--- src/rtl/bcd_pkg.sv ---
// Shared constants, state type and digit helpers for the BCD serial datapath.
package bcd_pkg;

    localparam int BCD_W    = 4;
    localparam int BCD_MAX  = 9;
    localparam int BCD_CORR = 6;

    typedef enum logic {
        IDLE,
        RUN
    } state_t;

    // Nine's complement of one BCD digit (9 - d).
    function automatic logic [BCD_W-1:0] nines_comp(input logic [BCD_W-1:0] d);
        return BCD_W'(BCD_MAX) - d;
    endfunction

    // A digit is legal BCD when it does not exceed 9.
    function automatic logic digit_valid(input logic [BCD_W-1:0] d);
        return (d <= BCD_W'(BCD_MAX));
    endfunction

endpackage

--- src/rtl/bcd_digit_add.sv ---
// Single-digit combinational BCD adder with decimal carry.
module bcd_digit_add
    import bcd_pkg::*;
(
    input  logic [BCD_W-1:0] i_a_d,
    input  logic [BCD_W-1:0] i_b_d,
    input  logic             i_cin,
    output logic [BCD_W-1:0] o_d,
    output logic             o_cout
);

    logic [BCD_W:0] w_t;

    assign w_t = {1'b0, i_a_d} + {1'b0, i_b_d} + {{BCD_W{1'b0}}, i_cin};

    // Binary sums above 9 are pushed past 15 by +6 so the low nibble is the decimal digit.
    always_comb begin
        if (w_t > (BCD_W + 1)'(BCD_MAX)) begin
            o_d    = w_t[BCD_W-1:0] + BCD_W'(BCD_CORR);
            o_cout = 1'b1;
        end else begin
            o_d    = w_t[BCD_W-1:0];
            o_cout = 1'b0;
        end
    end

endmodule

--- src/rtl/bcd_serial_adder.sv ---
// Multi-digit BCD adder/subtractor, one digit per clock, LSD first, start/done handshake.
module bcd_serial_adder
    import bcd_pkg::*;
#(
    parameter int DIGITS = 4
) (
    input  logic                  i_clk,
    input  logic                  i_rst,
    input  logic                  i_start,
    input  logic                  i_sub,
    input  logic [BCD_W*DIGITS-1:0] i_a,
    input  logic [BCD_W*DIGITS-1:0] i_b,
    input  logic                  i_c_in,
    output logic [BCD_W*DIGITS-1:0] o_sum,
    output logic                  o_c_out,
    output logic                  o_busy,
    output logic                  o_done,
    output logic                  o_invalid
);

    localparam int W     = BCD_W * DIGITS;
    localparam int CNT_W = (DIGITS > 1) ? $clog2(DIGITS) : 1;

    state_t           r_state;
    logic [CNT_W-1:0] r_cnt;
    logic [W-1:0]     r_a;
    logic [W-1:0]     r_b;
    logic [W-1:0]     r_res;
    logic             r_carry;
    logic             r_bad;
    logic [W-1:0]     r_sum;
    logic             r_c_out;
    logic             r_busy;
    logic             r_done;
    logic             r_invalid;

    logic [W-1:0]     w_b_cap;
    logic             w_bad;
    logic [W-1:0]     w_res_full;
    logic [BCD_W-1:0] w_a_d;
    logic [BCD_W-1:0] w_b_d;
    logic [BCD_W-1:0] w_d;
    logic             w_cout;
    logic             w_last;

    // Operand B as captured (nine's complemented for subtraction) and raw-digit validity.
    always_comb begin
        w_b_cap = i_b;
        w_bad   = 1'b0;
        for (int i = 0; i < DIGITS; i++) begin
            if (i_sub) begin
                w_b_cap[i*BCD_W +: BCD_W] = nines_comp(i_b[i*BCD_W +: BCD_W]);
            end
            if (!digit_valid(i_a[i*BCD_W +: BCD_W]) || !digit_valid(i_b[i*BCD_W +: BCD_W])) begin
                w_bad = 1'b1;
            end
        end
    end

    assign w_a_d  = r_a[r_cnt*BCD_W +: BCD_W];
    assign w_b_d  = r_b[r_cnt*BCD_W +: BCD_W];
    assign w_last = (r_cnt == CNT_W'(DIGITS - 1));

    // Working result with the digit being produced this cycle merged in.
    always_comb begin
        w_res_full = r_res;
        w_res_full[r_cnt*BCD_W +: BCD_W] = w_d;
    end

    bcd_digit_add u_digit_add (
        .i_a_d  (w_a_d),
        .i_b_d  (w_b_d),
        .i_cin  (r_carry),
        .o_d    (w_d),
        .o_cout (w_cout)
    );

    // Control FSM, digit counter, working registers and held outputs.
    always_ff @(posedge i_clk) begin
        if (i_rst) begin
            r_state   <= IDLE;
            r_cnt     <= '0;
            r_a       <= '0;
            r_b       <= '0;
            r_res     <= '0;
            r_carry   <= 1'b0;
            r_bad     <= 1'b0;
            r_sum     <= '0;
            r_c_out   <= 1'b0;
            r_busy    <= 1'b0;
            r_done    <= 1'b0;
            r_invalid <= 1'b0;
        end else begin
            r_done <= 1'b0;
            unique case (r_state)
                IDLE: begin
                    if (i_start) begin
                        r_a     <= i_a;
                        r_b     <= w_b_cap;
                        // Subtraction is a + nines(b) + 1 - borrow_in.
                        r_carry <= i_sub ? ~i_c_in : i_c_in;
                        r_bad   <= w_bad;
                        r_res   <= '0;
                        r_cnt   <= '0;
                        r_busy  <= 1'b1;
                        r_state <= RUN;
                    end
                end
                RUN: begin
                    r_res   <= w_res_full;
                    r_carry <= w_cout;
                    r_cnt   <= r_cnt + 1'b1;
                    if (w_last) begin
                        r_sum     <= r_bad ? '0 : w_res_full;
                        r_c_out   <= r_bad ? 1'b0 : w_cout;
                        r_invalid <= r_bad;
                        r_done    <= 1'b1;
                        r_busy    <= 1'b0;
                        r_cnt     <= '0;
                        r_state   <= IDLE;
                    end
                end
                default: r_state <= IDLE;
            endcase
        end
    end

    assign o_sum     = r_sum;
    assign o_c_out   = r_c_out;
    assign o_busy    = r_busy;
    assign o_done    = r_done;
    assign o_invalid = r_invalid;

endmodule

--- config.mk ---
export PLATFORM = sky130hd
export DESIGN_NAME = bcd_serial_adder
export DESIGN_NICKNAME = d
export VERILOG_FILES = /design/src/rtl/bcd_pkg.sv /design/src/rtl/bcd_digit_add.sv /design/src/rtl/bcd_serial_adder.sv
export SDC_FILE = /design/constraint.sdc
export NUM_CORES = 1
export LEC_CHECK = 0
export CAP_MARGIN = 10
export CORE_ASPECT_RATIO = 0.9
export CORE_UTILIZATION = 42
export DETAILED_ROUTE_END_ITERATION = 10
export MAX_ROUTING_LAYER = met4
export PLACE_DENSITY_LB_ADDON = 0.08
export SYNTH_ARGS = -nofsm -noshare
export SYNTH_HDL_FRONTEND = slang
export SYNTH_SLANG_ARGS = --single-unit
--- constraint.sdc ---
create_clock -name i_clk -period 4.8 [get_ports i_clk]
set_input_delay 0.72 -clock i_clk [delete_from_list [all_inputs] [get_ports i_clk]]
set_output_delay 0.72 -clock i_clk [all_outputs]
set_load 0.05 [all_outputs]
==> run summary, run 1 <==
Relative to the synthesized area, the layout overhead comes to 22.03%. Dividing the final minimum period by the clock period gives 86.05%. The CTS tree is built. The minimum setup slack after placement is 0.7607 ns. The number of global-route vias before repair is 3063. The number of library cell types mapped by synthesis is 50. On the critical path, the stage with the largest delay is an instance of sky130_fd_sc_hd__fa_1. The time the final worst path needs with I/O delays and setup is slightly above 4 ns.

The clock latency reported for the late side of the worst-skew pair came out at approximately 0.34 ns. The largest stage delay on the critical path is approximately 0.80 ns. The aggregate routed wire length came out at 9294 µm. In this run, CTS created clock tree buffers numbering 9. Setup violations remaining at the end of the flow were counted as 0. Clock skew on the completed layout was measured at 0.009434 ns. The flop-to-flop setup slack came out at 0.67 ns. The detailed-route via count came out at 3297. The buffer levels on the longest clock path came out at 2.

Buffers placed on the I/O ports in this run total 56. The number of warnings reported in the yosys synthesis log is 0. The max-slew violation count is 0. In this run the horizontal extent of the chip is approximately 100 µm. For met3 alone, demand over resource in global routing was roughly 4.4%.

The number of nets handed over by synthesis was between 400 and 500. Global routing consumed, on the met2 layer, 31.87% of the routing resources. The mean number of vias per cell came out at roughly 5.4. The worst-case setup margin in the final layout came out at 0.6697 ns. The fraction of layout cells with a size suffix above 1 came out at 8.008%. The placer congestion estimate is 0.9118. The antenna diode count came out at 0.

The static leakage power came out at about 1.7 nW. The worst supply voltage drop on vdd is 0.1770 mV. The clock sink count came out at 73. The clock input transition at the sequential cells of the worst setup and hold paths came out at roughly 0.07 ns. The flow ran to the end, and the final reports show no timing, DRC or antenna violations.

The floorplan row count came out at 32. The per-instance average area after synthesis is ~8.5 µm². The detail-routed net length per standard cell is about 15 µm. The tightest min-delay check is of the reg2reg type.

Clock tree synthesis selected as its root buffer the cell sky130_fd_sc_hd__clkbuf_8. Counting flops and latches in the post-synthesis netlist gives 73. The remaining routing DRC violations came out at 0.

Setup repair after global routing left no endpoint under its margin. In this run the tightest slew margin relative to its limit is 43.36%. The portion of the post-synthesis area used by sequential elements came out at about 39%.

STA classifies the critical path endpoint as a flip-flop. The total number of H-tree levels is 3. The initial detailed-routing violation count is ~180. The maximum clock frequency came out at approximately 240 MHz. The category of the critical setup timing path is reg2reg.

Sorting the synthesized cells by area gives the leading types as sky130_fd_sc_hd__dfxtp_1 39%, sky130_fd_sc_hd__nand2_1 7.3%, sky130_fd_sc_hd__a21oi_1 5.6%, sky130_fd_sc_hd__mux4_2 4.8%, sky130_fd_sc_hd__ha_1 4.7%. The global route total overflow is 0. The post-DP HPWL came out at around 6800 µm. Power spread over the standard cell area amounts to between 300 and 400 nW/µm². The number of top-level pins came out at between 50 and 60. The synthesized cell area is 3744 µm².

In this run the most used layer during global routing was met2. The number of nets with antenna violations after routing is 0. The share of flip-flops with an asynchronous set or reset came out at 0%. Gates resized during post-CTS repair numbered 0. The number of antenna violations at the first check in global routing is 0. In the synthesized netlist the dominant register cell turns out to be sky130_fd_sc_hd__dfxtp_1. The floorplan die area is just over 9000 µm². The top-area cell type share of the netlist area is roughly two fifths. The die extent in y is 91.57 µm.

The critical path goes through mux4_2, fa_1, fa_1, inv_1, ha_1, nor2b_1, a31oi_1, a31oi_1, a2bb2oi_2, o221ai_1. The initial core utilization came out at 43.49%. The endpoint arrival time on the critical path came out at about 4.3 ns. The required time of the critical path came out at 5.00 ns. The actual slew at the worst max-slew pin is between 0.8 and 0.9 ns. The number of hold violations in the final report came to 0. STA classifies the critical path startpoint as a flip-flop. The area of the core is 8608 µm². The number of buffers added for setup after CTS is 0. In the global route stage, met1 resource usage came out at just over 30%. Entering global routing, the biggest net connects 50 pins. The final setup TNS came out at 0 ns.

The first detailed-routing pass took 4 iterations. The reported max-cap violation count is 0. The cell type with the highest aggregate area in the netlist is sky130_fd_sc_hd__dfxtp_1.

The final-stage net count came out at around 540. The highest fanout seen on the critical path is 14. The total routing resource utilization after global routing is a little over a fifth. The synthesized instance count is between 400 and 500. The first global-routing pass estimated roughly 15000 µm of wire. The cts-stage hold buffer count came out at 0.

Yosys mapped a number of flops with a built-in enable equal to 0.
## cell usage after synthesis (all sizes together) (5+ instances only)
master  number
buf         11
inv         13
nand2       73
a22oi       11
xnor2        6
a21oi       42
nor2b       12
nor3         8
dfxtp       73
a32oi        7
o21ai       23
nand3        8
mux2i        5
nor2        39
ha          14
mux4         8
clkbuf      17
a211oi      13
## metal layers
metal / routed length (µm) / up-vias / part of all wire, %
li1: - / 1657 / -
met1: 4638 / 1544 / 50
met2: 4087 / 85 / 44
met3: 451 / 11 / 4.9
met4: 116 / 0 / 1.2
met5: 0 / - / 0
## cell families (layout without fill, tap and decap cells)
| group | count (synthesis) | after routing | share of synthesized area, % |
|---|---|---|---|
| xor+xnor | 10 | 10 | 2.339 |
| flops | 73 | 73 | 39.04 |
| fa+ha+maj | 16 | 16 | 5.749 |
| mux | 13 | 13 | 6.484 |
| compound gates | 122 | 122 | 21.49 |
| buf+inv | 41 | 90 | 4.546 |
| simple gates | 163 | 163 | 20.35 |
## power breakdown
group	internal, mW	switching [mW]	total [mW]
logic	0.120	0.166	0.286
registers	0.629	0.0194	0.649
clock network	0.229	0.226	0.455
total	0.978	0.412	1.39
## worst max-delay path, delay by kind of cell (launching register included)
family	cells	cell delay, ns
DFF	1	0.55
adders and majority gates	3	1.53
AOI/OAI and AO/OA	4	0.97
and+or+nand+nor	1	0.14
muxes	1	0.57
buffers and inverters	1	0.23
## flip-flops by register name (all words and copies together), names as in the netlist, 2 cells and up
| name | cells |
|---|---|
| r_a | 16 |
| o_sum | 16 |
| r_cnt | 2 |
| r_res | 16 |
| r_b | 16 |
## placed cells by master (no fill, tap or decap), types with 2 or more instances in the layout
master                            synthesis  routed
sky130_fd_sc_hd__nand2b_1                 4       4
sky130_fd_sc_hd__nand3_1                  8       8
sky130_fd_sc_hd__nor3b_1                  4       4
sky130_fd_sc_hd__inv_1                   13      13
sky130_fd_sc_hd__or3_1                    3       3
sky130_fd_sc_hd__o31ai_1                  4       4
sky130_fd_sc_hd__a32oi_1                  7       7
sky130_fd_sc_hd__a22oi_1                 11      11
sky130_fd_sc_hd__buf_4                    1       6
sky130_fd_sc_hd__mux2i_1                  4       4
sky130_fd_sc_hd__nor2b_1                 12      11
sky130_fd_sc_hd__fa_1                     2       2
sky130_fd_sc_hd__mux4_2                   8       8
sky130_fd_sc_hd__and3_1                   2       2
sky130_fd_sc_hd__a21oi_1                 42      42
sky130_fd_sc_hd__o221a_1                  3       3
sky130_fd_sc_hd__a211oi_1                13      13
sky130_fd_sc_hd__o21ai_0                 11      11
sky130_fd_sc_hd__a22o_1                   2       2
sky130_fd_sc_hd__clkdlybuf4s50_1          0      56
sky130_fd_sc_hd__clkinvlp_4               0       2
sky130_fd_sc_hd__nand2_1                 73      73
sky130_fd_sc_hd__xor2_1                   4       4
sky130_fd_sc_hd__dfxtp_1                 73      73
sky130_fd_sc_hd__a41o_1                   4       4
sky130_fd_sc_hd__xnor2_1                  6       6
sky130_fd_sc_hd__ha_1                    14      14
sky130_fd_sc_hd__clkbuf_8                 0      12
sky130_fd_sc_hd__and4bb_2                 3       3
sky130_fd_sc_hd__nor2_1                  39      39
sky130_fd_sc_hd__o21ai_1                 12      12
sky130_fd_sc_hd__nor3_1                   8       8
sky130_fd_sc_hd__and2_1                   2       2
sky130_fd_sc_hd__o221ai_1                 3       3
sky130_fd_sc_hd__a31oi_1                  2       2
## layout make-up
cell class / instances / area (µm²)
clock inverters: 3 / 23.77
repair buffers: 62 / 605.6
fillers: 855 / 4040
inverters: 13 / 48.80
multi-input cells: 324 / 2115
flip-flops and latches: 73 / 1461
well taps: 119 / 148.9
clock buffers: 12 / 165.2
## final timing paths
kind,from,end,cells past startpoint
setup / recovery,r_cnt[0]$_SDFFE_PP0P_,o_sum[10]$_SDFFE_PP0P_,10
hold / removal,r_res[7]$_SDFFE_PP0P_,r_res[7]$_SDFFE_PP0P_,2
setup reg to reg,r_cnt[0]$_SDFFE_PP0P_,o_sum[10]$_SDFFE_PP0P_,10
hold reg to reg,r_res[7]$_SDFFE_PP0P_,r_res[7]$_SDFFE_PP0P_,2
## through the flow
step	instances	power [mW]	util [%]	hold WS [ns]	instance area [µm²]
after global routing	606	1.461	53.07	0.4760	4568
final	606	1.390	53.07	0.4525	4568
after global placement	591	0.9417	50.87	0.4397	4379
after floorplan	438	0.8605	-	0.4258	3744
after CTS	606	1.403	53.07	0.4557	4568
after detailed placement	591	0.9471	50.87	0.4451	4379
Power figures use the tool's default switching activity.
==> run 2: changes to the inputs <==
- SETUP_SLACK_MARGIN: default -> 0.02
==> results of run 2 <==
Same layout as run 1: the final DEF is identical, and so are final timing and power.
==> run 3: changes to the inputs <==
- GPL_TIMING_DRIVEN: default -> 0
- PLACE_DENSITY_LB_ADDON: 0.08 -> default
==> run summary, run 3 (synthesis results as in run 1) <==
The flow ran to the end, and the final reports show no timing, DRC or antenna violations. The reported max-cap violation count came to 0 (unchanged). The clock latency reported for the late side of the worst-skew pair came out at 0.35 ns (about the same).

The initial core utilization is 43.49% (unchanged). The max-slew violation count is 0 (unchanged). The number of clock buffers inserted by TritonCTS came out at 9 (unchanged).

The wire length on met3 came to 430 µm (-4.7%). The buffer and inverter count on the worst path is 3 (+2). The floorplan die area came out at 9295 µm² (unchanged). The final-stage net count came to 557 (+3.9%). The final setup violation count came to 0 (unchanged). The largest stage delay on the critical path was 0.63 ns (-0.17 ns).

The overall power of the completed layout is 1.425 mW (+2.5%). The maximum clock frequency is 227.6 MHz (-6.0%). Setup repair after global routing left no endpoint under its margin. The post-DP HPWL is 7467 µm (+9.4%).

The clock skew after layout is 0.006809 ns (-0.002625 ns). The initial detailed-routing violation count is 147 (-17%). The number of antenna violations at the first check in global routing came out at 0 (unchanged). The number of hold violations in the final report came out at 0 (unchanged). The final setup TNS came out at 0 ns (unchanged). The die boundary width is 101.5 µm (unchanged). The total power density per cell area is 307.8 nW/µm² (+1.1%).

The actual slew at the worst max-slew pin came to 0.7220 ns (-0.1265 ns). On the critical path, the stage with the largest delay is an instance of sky130_fd_sc_hd__mux4_2. The time the final worst path needs with I/O delays and setup is 4.394 ns (+0.2636 ns). The worst supply voltage drop on vdd is 0.1347 mV (-24%). The endpoint arrival time on the critical path is 4.60 ns (+0.27 ns). The area of all placed cells without fillers was 4629 µm² (+1.3%).

The minimum setup slack after placement is 0.2881 ns (-0.4726 ns). The mean number of vias per cell is 5.408 (-0.59%). The antenna diode count was 0 (unchanged). The number of nets with antenna violations after routing came to 0 (unchanged). The highest fanout seen on the critical path is 10 (-4). The fraction of layout cells with a size suffix above 1 is 7.480% (-0.53 points). The aggregate routed wire length came out at 10020 µm (+7.8%).

The area of the core came out at 8608 µm² (unchanged). The placer congestion estimate is 0.9080 (-0.42%). The worst setup path is launched from a flip-flop. The maximum number of pins on one net before global-route repair is 13 (-74%).

The remaining routing DRC violations is 0 (unchanged). The global route total overflow is 0 (unchanged). The number of filler instances in the final layout came out at 848 (-0.82%).

STA classifies the critical path endpoint as a flip-flop. The static leakage power came out at 1.716 nW (+1.0%). The worst setup path is of the reg2reg kind.

Walking the worst path, the cells encountered are clkbuf_1, mux4_2, fa_1, fa_1, inv_1, ha_1, nor2b_1, a31oi_1, buf_4, a31oi_1, a2bb2oi_2, o221ai_1. The total number of H-tree levels is 3 (unchanged). The routed length on met1 is 5107 µm (+10%). In the layout the commonest cells are 73 x sky130_fd_sc_hd__nand2_1, 73 x sky130_fd_sc_hd__dfxtp_1, 55 x sky130_fd_sc_hd__clkdlybuf4s50_1. The total routing resource utilization after global routing came out at 23.94% (+2.0 points). The detailed-routing iteration count for the pre-antenna-repair pass was 5 (+1). The area after detailed placement was 4443 µm² (+1.5%). The wire length on met2 is 4399 µm (+7.6%). The first-pass GRT wire length is 16490 µm (+8.4%).

In this run the top signal layer used is met4. The clock sink count is 73 (unchanged). The buffer levels on the longest clock path came to 2 (unchanged). The count of buffers inserted at the top-level ports is 55 (-1.8%). The die extent in y came out at 91.57 µm (unchanged). The final period utilization is 91.54% (+5.5 points). The detailed-route via count came out at 3391 (+2.9%). The clock input transition at the sequential cells of the worst setup and hold paths is 0.07 ns (about the same).

The number of global-route vias before repair is 3209 (+4.8%). The post-synthesis to final-layout area growth came out at 23.66%. The worst-case setup margin in the final layout is 0.4061 ns (-0.2636 ns). CTS placed an instance of sky130_fd_sc_hd__clkbuf_8 at the clock tree root. Among cell families on the critical path, the largest total delay comes from adder cells. The number of top-level pins is 57 (unchanged). The detail-routed net length per standard cell is 15.98 µm (+4.2%). The normalized max-slew margin came out at 51.87% (+8.5 points). The required time of the critical path is 5.01 ns (about the same). The worst-case hold slack is 0.4475 ns (-0.005000 ns).

In this run the worst hold path is classified as reg2reg. TritonCTS built the clock tree. The floorplan row count is 32 (unchanged).
run 3: cell types whose count changed in the layout (fill, tap and decap cells not counted):
cell,change
sky130_fd_sc_hd__clkbuf_1,+18
sky130_fd_sc_hd__buf_4,-5
sky130_fd_sc_hd__buf_1,+4
sky130_fd_sc_hd__buf_2,+4
sky130_fd_sc_hd__clkbuf_8,-3
sky130_fd_sc_hd__buf_6,+1
sky130_fd_sc_hd__bufinv_16,+1
sky130_fd_sc_hd__clkbuf_2,+1
sky130_fd_sc_hd__clkdlybuf4s50_1,-1
sky130_fd_sc_hd__clkinv_2,+1
sky130_fd_sc_hd__clkinvlp_4,+1
sky130_fd_sc_hd__inv_6,-1
sky130_fd_sc_hd__nor2b_1,+1
sky130_fd_sc_hd__nor2b_2,-1
run 3: stage by stage:
step | cells | util [%]
CTS | 627 | 53.76
finish | 627 | 53.78
global placement | 612 | 51.61
global route | 627 | 53.78
detailed placement | 612 | 51.61
floorplan | 438 | -
run 3: worst register-to-register path: stages (launching register included):
cell,delay (ns)
sky130_fd_sc_hd__dfxtp_1,0.39
sky130_fd_sc_hd__clkbuf_1,0.51
sky130_fd_sc_hd__mux4_2,0.63
sky130_fd_sc_hd__fa_1,0.42
sky130_fd_sc_hd__fa_1,0.62
sky130_fd_sc_hd__inv_1,0.18
sky130_fd_sc_hd__ha_1,0.24
sky130_fd_sc_hd__nor2b_1,0.14
sky130_fd_sc_hd__a31oi_1,0.19
sky130_fd_sc_hd__buf_4,0.21
sky130_fd_sc_hd__a31oi_1,0.11
sky130_fd_sc_hd__a2bb2oi_2,0.40
sky130_fd_sc_hd__o221ai_1,0.21
run 3: area by class of cell:
class	instances	area, µm²	area share, %
tap	119	148.9	3.216
clock buffer	10	127.6	2.757
timing repair buffer	55	550.5	11.89
buffer	28	122.6	2.649
sequential	73	1461	31.57
inverter	13	48.80	1.054
clock inverter	5	57.56	1.243
multi-input combinational	324	2112	45.62
run 3: layer usage:
layer	GRT usage [%]	up-vias
li1	-	1699
met1	34.70	1595
met2	33.45	89
met3	5.543	8
met4	5.435	0
met5	-	-
run 3: power by group:
group | internal [mW] | switching (mW) | leakage (nW)
clock network | 0.236 | 0.234 | 0.0844
logic | 0.125 | 0.186 | 1.04
registers | 0.629 | 0.0138 | 0.595
total | 0.991 | 0.434 | 1.72
run 3: path summary, 6_finish.rpt:
check	startpoint	to	cells past startpoint	slack (ns)
worst max-delay path	r_cnt[1]$_SDFFE_PP0P_	o_sum[2]$_SDFFE_PP0P_	12	0.41
worst min-delay path	r_res[7]$_SDFFE_PP0P_	r_res[7]$_SDFFE_PP0P_	2	0.45
worst max register to register	r_cnt[1]$_SDFFE_PP0P_	o_sum[2]$_SDFFE_PP0P_	12	0.41
worst min register to register	r_res[7]$_SDFFE_PP0P_	r_res[7]$_SDFFE_PP0P_	2	0.45
run 3: repair_timing:
item                                    4_1_cts  5_1_grt
hold buffers                                  0        0
setup buffers                                 0        0
resized for setup                             0        1
endpoints found under the setup margin        0        8
